**src/rtl/cmp_sequencer.sv**
```systemverilog
// Job sequencer for the two-port memory compare engine: runs a small table of
// address-range compare jobs in turn and folds their fail flags into one verdict.
module cmp_sequencer #(
  parameter int MAX_MEM_DEPTH = 16,
  parameter int NUM_JOBS      = 4,
  parameter int SEL_W         = 2,
  parameter int TIMEOUT       = 1024,
  localparam int AW           = $clog2(MAX_MEM_DEPTH),
  localparam int JW           = $clog2(NUM_JOBS)
) (
  input  logic             i_clk,
  input  logic             i_rst_n,
  input  logic             i_cfg_we,
  input  logic [JW-1:0]    i_cfg_idx,
  input  logic [AW-1:0]    i_cfg_start_addr,
  input  logic [AW-1:0]    i_cfg_end_addr,
  input  logic [SEL_W-1:0] i_cfg_sel,
  input  logic [JW:0]      i_num_jobs,
  input  logic             i_start,
  output logic             o_busy,
  output logic             o_done,
  output logic             o_fail,
  output logic             o_err,
  output logic             o_cmp_start,
  output logic [AW-1:0]    o_cmp_start_addr,
  output logic [AW-1:0]    o_cmp_end_addr,
  output logic [SEL_W-1:0] o_cmp_sel,
  input  logic             i_cmp_done,
  input  logic             i_cmp_fail
);

  localparam int TW = $clog2(TIMEOUT + 1);

  typedef enum logic [2:0] {IDLE, ISSUE, WAIT, NEXT, FIN} state_t;

  state_t           state;
  logic [JW-1:0]    job_idx;
  logic [JW:0]      num_jobs_reg;
  logic [TW-1:0]    tmo_cnt;
  logic             fail_acc;

  logic [AW-1:0]    tbl_start [NUM_JOBS];
  logic [AW-1:0]    tbl_end   [NUM_JOBS];
  logic [SEL_W-1:0] tbl_sel   [NUM_JOBS];

  logic             cfg_open;
  logic             cfg_range_ok;
  logic             num_ok;
  logic             last_job;
  logic [JW-1:0]    job_nxt;

  assign cfg_open     = i_cfg_we && !o_busy;
  assign cfg_range_ok = (i_cfg_start_addr <= i_cfg_end_addr);
  assign num_ok       = (i_num_jobs != '0) && (i_num_jobs <= (JW+1)'(NUM_JOBS));
  assign last_job     = ({1'b0, job_idx} == (num_jobs_reg - (JW+1)'(1)));
  assign job_nxt      = job_idx + JW'(1);

  // Job table is deliberately not reset so its contents survive a mid-run reset.
  for (genvar gi = 0; gi < NUM_JOBS; gi++) begin : g_tbl
    always_ff @(posedge i_clk) begin
      if (cfg_open && cfg_range_ok && (i_cfg_idx == JW'(gi))) begin
        tbl_start[gi] <= i_cfg_start_addr;
        tbl_end[gi]   <= i_cfg_end_addr;
        tbl_sel[gi]   <= i_cfg_sel;
      end
    end
  end

  always_ff @(posedge i_clk or negedge i_rst_n) begin
    if (!i_rst_n) begin
      state            <= IDLE;
      job_idx          <= '0;
      num_jobs_reg     <= '0;
      tmo_cnt          <= '0;
      fail_acc         <= 1'b0;
      o_busy           <= 1'b0;
      o_done           <= 1'b0;
      o_fail           <= 1'b0;
      o_err            <= 1'b0;
      o_cmp_start      <= 1'b0;
      o_cmp_start_addr <= '0;
      o_cmp_end_addr   <= '0;
      o_cmp_sel        <= '0;
    end else begin
      o_cmp_start <= 1'b0;
      o_done      <= 1'b0;
      case (state)
        IDLE: begin
          if (i_start) begin
            num_jobs_reg <= i_num_jobs;
            job_idx      <= '0;
            fail_acc     <= 1'b0;
            o_fail       <= 1'b0;
            o_err        <= 1'b0;
            o_busy       <= 1'b1;
            if (num_ok) begin
              state            <= ISSUE;
              o_cmp_start      <= 1'b1;
              o_cmp_start_addr <= tbl_start[0];
              o_cmp_end_addr   <= tbl_end[0];
              o_cmp_sel        <= tbl_sel[0];
            end else begin
              state    <= FIN;
              fail_acc <= 1'b1;
              o_done   <= 1'b1;
              o_fail   <= 1'b1;
              o_err    <= 1'b1;
            end
          end
        end
        ISSUE: begin
          tmo_cnt <= '0;
          state   <= WAIT;
        end
        WAIT: begin
          if (i_cmp_done) begin
            fail_acc <= fail_acc | i_cmp_fail;
            state    <= NEXT;
          end else if (tmo_cnt == TW'(TIMEOUT - 1)) begin
            // Engine hung: count the job as failed but keep running the rest.
            fail_acc <= 1'b1;
            o_err    <= 1'b1;
            state    <= NEXT;
          end else begin
            tmo_cnt <= tmo_cnt + TW'(1);
          end
        end
        NEXT: begin
          if (last_job) begin
            state  <= FIN;
            o_done <= 1'b1;
            o_fail <= fail_acc;
          end else begin
            job_idx          <= job_nxt;
            state            <= ISSUE;
            o_cmp_start      <= 1'b1;
            o_cmp_start_addr <= tbl_start[job_nxt];
            o_cmp_end_addr   <= tbl_end[job_nxt];
            o_cmp_sel        <= tbl_sel[job_nxt];
          end
        end
        FIN: begin
          state  <= IDLE;
          o_busy <= 1'b0;
        end
        default: state <= IDLE;
      endcase
      // A rejected config write raises the sticky error; it takes priority over a same-cycle start clear.
      if (cfg_open && !cfg_range_ok) begin
        o_err <= 1'b1;
      end
    end
  end

endmodule

```
**config.mk**
```make
export PLATFORM = sky130hd
export DESIGN_NAME = cmp_sequencer
export DESIGN_NICKNAME = d
export VERILOG_FILES = /design/src/rtl/cmp_sequencer.sv
export SDC_FILE = /design/constraint.sdc
export NUM_CORES = 1
export LEC_CHECK = 0
export ABC_AREA = 1
export CAP_MARGIN = 5
export CORE_MARGIN = 2
export CORE_UTILIZATION = 34
export CTS_BUF_LIST = sky130_fd_sc_hd__clkbuf_4
export DETAILED_ROUTE_END_ITERATION = 8
export GPL_TIMING_DRIVEN = 0
export PLACE_DENSITY = 0.63
export SETUP_SLACK_MARGIN = 0.4
export SLEW_MARGIN = 20
export SYNTH_ARGS = -nofsm -noshare
export SYNTH_HDL_FRONTEND = slang
export SYNTH_SLANG_ARGS = --single-unit
```
**constraint.sdc**
```tcl
create_clock -name i_clk -period 1.58 [get_ports i_clk]
set_clock_uncertainty 0.05 [all_clocks]
set_input_delay 0.237 -clock i_clk [delete_from_list [all_inputs] [get_ports i_clk]]
set_output_delay 0.237 -clock i_clk [all_outputs]
set_load 0.005 [all_outputs]
```
# Yosys cells after proc, flatten, opt, wreduce, memory -nomap -nowiden
# Memory sizes are Yosys's and may differ from the RTL's.
# Cells that the tools add are included.
# totals
ff_bits	35
mem_bits_rw	40
in_bits	21
out_inout_bits	15
wordCells	155
memories	3
# op_classes
addsub	3
n_lt_le_gt_ge	2
eq_ne	19
mux	78
bitwise_logic	1
n_reduce_logical	36
# mem_list
memory	words	width	rd	rd_clocked_by_memory_dff	write_ports	line	text
tbl_end	4	4	2	0	1	43	logic [AW-1:0] tbl_end [NUM_JOBS];
tbl_start	4	4	2	0	1	42	logic [AW-1:0] tbl_start [NUM_JOBS];
tbl_sel	4	2	2	0	1	44	logic [SEL_W-1:0] tbl_sel [NUM_JOBS];
# ops
cell	count
$mux W4	12
$mux W2	17
$mux W1	30
$reduce_or A4 Y1	6
$mux W11	2
$pmux W11 S2	1
$pmux W4 S2	2
$mux W3	5
$ne A2 B2 Y1 const B	6
$ne A3 B3 Y1 const B	4
$pmux W1 S2	6
$pmux W3 S4	1
$reduce_and A3 Y1	4
$add A11 B1 Y11 const B	1
$eq A11 B10 Y1 const B	1
$logic_and A1 B1 Y1	8
$pmux W2 S2	2
$reduce_and A4 Y1	2
$reduce_bool A2 Y1	4
$eq A3 B2 Y1 const B	2
$reduce_and A2 Y1	3
$reduce_bool A3 Y1	2
$reduce_or A2 Y1	3
$eq A2 B2 Y1 const B	2
other kinds (12)	13

# Logic depth before layout (Yosys ltp)
# logic_depth
word_depth	10
depth_mapped	10
depth_no_buf	9

# Worst setup path after synthesis
# No wires, ideal clock.
# synth_timing
path_kind	input to register
from	input port i_cfg_end_addr[3]
to	memory tbl_end[3][0] in the netlist's numbering, enable pin
setup_time_ps	376
arrival_ps	1388
required_ps	1154
path_slack_ps	-234
path_stages	7
path_cell_list	inv_1 -> ha_1 -> a21oi_1 -> o21ai_0 -> nand2_1 -> nand2_1 -> nor2_1
# synth_between
elab_chain_len	9
word_cells_on_any_way	23
cone_classes	order compare: 1; mux: 14; reduce/logical: 8
# synth_rtl
item	line	text
start, declared	16	input logic [AW-1:0] i_cfg_end_addr,
$le A4 B4 Y1 *	53	assign cfg_range_ok = (i_cfg_start_addr <= i_cfg_end_addr);
$logic_and A1 B1 Y1 *	61	if (cfg_open && cfg_range_ok && (i_cfg_idx == JW'(gi))) begin
$logic_and A1 B1 Y1	61	
$mux W1	61	
$mux W1 (implied by the code)	63	tbl_end[gi] <= i_cfg_end_addr;
$reduce_or A4 Y1 (no source line)	--	
$mux W2 (no source line) / $mux W1 (equally long branches) (3 in series)	--	
end, declared	43	
# Mark *: on every way between the ends. The rest lies on a longest branch, timed or not.

# Final worst setup path
# layout_timing
from	register num_jobs_reg[0]
to	register o_cmp_start_addr[3]
# layout_between
elab_chain_len	4
# layout_rtl
item	line	text
start, declared	38	logic [JW:0] num_jobs_reg;
start signal, assigned	90	num_jobs_reg <= i_num_jobs;
$sub A3 B1 Y3	55	assign last_job = ({1'b0, job_idx} == (num_jobs_reg - (JW+1)'(1)));
$eq A2 B3 Y1	55	
$ne A2 B2 Y1 (no source line)	--	
$reduce_and A4 Y1 (no source line)	--	
end signal, assigned	99	o_cmp_start_addr <= tbl_start[0];
end signal, assigned	137	o_cmp_start_addr <= tbl_start[job_nxt];
end, declared	25	output logic [AW-1:0] o_cmp_start_addr,
# Every way passes these cells.
# A chain may end at the register's enable or synchronous reset.

==> results.toml <==
[critical_path]
critPathLaunchType = "register"
worst-r2r-cell-count = 9
startpoint = "num_jobs_reg[0]"
crit_type = "register to register"
critPathRequiredTime_ps = 1860
crit_path_max_fanout = 5
endpoint = "o_cmp_start_addr[3]"
r2r_setup_slack_ps = -30
reg2reg_to = "o_cmp_start_addr[3]"
rr_startpoint = "num_jobs_reg[0]"
cp-end-kind = "register"
cp.arrival_ps = 1890

[logic_synthesis]
ys_ff_latch = 75
ys_warn_count = 0
synth_cell_types = 33
synth_common_cells = "nand2_1 (120), nand3_1 (44), edfxtp_1 (40)"
synth_most_common_cell = "nand2_1"
synth.avg_cell_area_um2 = 9.56
synth-async-reset-ratio_pct = 46.7
synth-main-ff-cell = "edfxtp_1"
synth_area_leader_cell = "edfxtp_1"
synth_top_area_share_pct = 34.3
netlist_instances = 366
ys_top_cells_by_area = "edfxtp_1 (34%), dfrtp_1 (25%), nand2_1 (13%)"
synth_nets = 393
syn_area_um2 = 3500
synth_edf_count = 40
seq_area_frac_synth_pct = 59.3

[place]
io_buffers = 35
gp_congestion = 0.754
place_hpwl_um = 5100
dpl-instance-area_um2 = 4200

[flow_run]
max_cap_viol_count = 0

[drt]
via_per_inst = 4.75
ant_nets = 0
wl_per_cell_um = 14.2
routed_wl_um = 8640
drc_errors = 0
dr_total_vias = 2885
first_pass_iters = 4
drtIter0Drc = 157

[grt]
antenna_found_initial = 0
grt_max_degree = 29
overflow = 0
grt_pass1_vias = 2884
track_usage_pct = 16.1
grt_pass1_wl_um = 13900

[die]
rows = 37
die_w_um = 105
num_io_pins = 36
die_y_um = 105
start_util_pct = 34.5
coreArea_um2 = 10100
die_area_um2 = 11100

[timing]
post-route-period-util_pct = 102
fin_crit_ps = 1610
max_freq_mhz = 620
worst_slew_pin_slew_ps = 296
fin_ws_ps = -32.2
slew_headroom_pct = 80.1
drv_slew = 0
setup_violations = 12
rsz0062_at_grt = "yes"
hold_viol = 0

[clocking]
cts_tree = "yes"
cts_sinks = 75
cts_max_level = 3
insertion_delay_ps = 430
clockBufferDepth = 2
cts_made_buffers = 9
clockRootBuffer = "clkbuf_4"
clkSlewWorstSetupHoldPaths_ps = 130

[layout]
design_area_um2 = 5120
post-route-util_pct = 50.5
largest_registers = "tbl_end x16, tbl_start x16, tmo_cnt x11"
finalNetCount = 493
area_growth_pct = 46.2
num_antenna_cells = 0
fillers = 880
drive_gt1_share_pct = 39.3

[status]
outcome = "complete, but fails checks"
violations = "negative setup slack"

[min_path]
hold_class = "input port to register"

[pwr]
powerDensity_nw_per_um2 = 1480
peakVddDrop_mv = 0.469
p_leak_nw = 2.23
final cells by class:
type / count / area, um2 / share of cell area [%]
plain buffers: 10 / 108 / 2.10
clock buffers: 9 / 67.6 / 1.32
clock inverters: 7 / 101 / 1.98
inverters: 29 / 136 / 2.67
multi-input cells: 252 / 1550 / 30.4
flip-flops and latches: 75 / 2080 / 40.6
well taps: 136 / 170 / 3.33
repair buffers: 89 / 901 / 17.6
routing by layer:
metal | track usage (%) | share of wire (%) | vias to the layer above
li1 | - | - | 1426
met1 | 19.7 | 44 | 1399
met2 | 27.9 | 51 | 49
met3 | 3.53 | 3.2 | 11
met4 | 5.43 | 1.7 | 0
met5 | 0 | 0 | -
what timing repair did:
action                     4_1_cts  5_1_grt
gates resized for setup        138       27
hold buffers                     1        0
setup endpoints to repair       89       90
buffers inserted                37        9
hold endpoints to repair        35        0
gates cloned                     5        1
pin swaps                       18       10
report_power, final:
| part | internal [W] | switching (W) |
|---|---|---|
| combinational | 0.00181 | 0.00177 |
| clock | 0.000651 | 0.000723 |
| sequential | 0.00238 | 0.000224 |
cell usage in the layout, fill, tap and decap left out, types with 2 or more instances in the layout:
| cell type | instances |
|---|---|
| a21oi_1 | 2 |
| a21oi_2 | 3 |
| buf_12 | 8 |
| buf_2 | 17 |
| buf_4 | 30 |
| buf_6 | 17 |
| buf_8 | 2 |
| bufinv_16 | 2 |
| clkbuf_16 | 3 |
| clkbuf_4 | 10 |
| clkdlybuf4s15_1 | 3 |
| clkdlybuf4s15_2 | 3 |
| clkdlybuf4s50_1 | 11 |
| clkinv_4 | 2 |
| clkinvlp_4 | 2 |
| dfrtp_1 | 33 |
| dfrtp_2 | 2 |
| edfxtp_1 | 40 |
| ha_4 | 5 |
| inv_1 | 16 |
| inv_2 | 8 |
| inv_4 | 3 |
| nand2_1 | 90 |
| nand2_2 | 25 |
| nand2_4 | 10 |
| nand3_1 | 41 |
| nand3_2 | 3 |
| nand3_4 | 2 |
| nand4_1 | 4 |
| nor2_1 | 15 |
| nor2_4 | 10 |
| nor3_1 | 2 |
| o211ai_1 | 8 |
| o21ai_0 | 5 |
| o21ai_1 | 6 |
| o21ai_2 | 7 |
| or2_2 | 2 |
| xor2_1 | 2 |
per-stage QoR:
step | setup TNS, ps | setup slack [ps] | hold WS, ps | power [W] | instances
CTS | -175 | -25.2 | 93.2 | 0.00713 | 597
finish | -187 | -32.2 | 101 | 0.00756 | 607
detailed placement | -36190 | -819 | 48.9 | 0.00486 | 538
global placement | -55570 | -796 | 426 | 0.00482 | 537
floorplan | 0 | 51.7 | -109 | 0.00404 | 366
global route | -1020 | -78.5 | 72.0 | 0.00801 | 607
worst max-delay path, cell delays in order (launching register included):
cell     delay [ps]
dfrtp_1         400
inv_2            60
ha_4            270
xor2_2          150
nand3_2         130
nand2_4         140
nand2_4          70
buf_6           140
nand2_2          50
nand2_1          40
worst min path at each step:
stage | slack [ps] | startpoint | end | cells past startpoint
after global placement | 430 | o_fail | o_fail | 2
after detailed placement | 50 | i_rst_n | num_jobs_reg[2] | 1
final | 100 | i_cfg_end_addr[1] | tbl_end[3][1] | 1
after CTS | 90 | i_cfg_start_addr[0] | tbl_start[2][0] | 1
after global routing | 70 | i_cfg_end_addr[1] | tbl_end[3][1] | 1
after floorplan | -110 | i_rst_n | fail_acc | 0
cell families after synthesis:
logic type / after synthesis / share of synthesized area [%]
flip-flops: 75 / 59.3
XOR/XNOR: 4 / 1.00
buffers and inverters: 39 / 5.11
AO/OA/AOI/OAI: 35 / 6.01
AND/OR/NAND/NOR: 207 / 26.4
adder cells (fa/ha/maj): 6 / 2.15
Power figures use the tool's default switching activity.
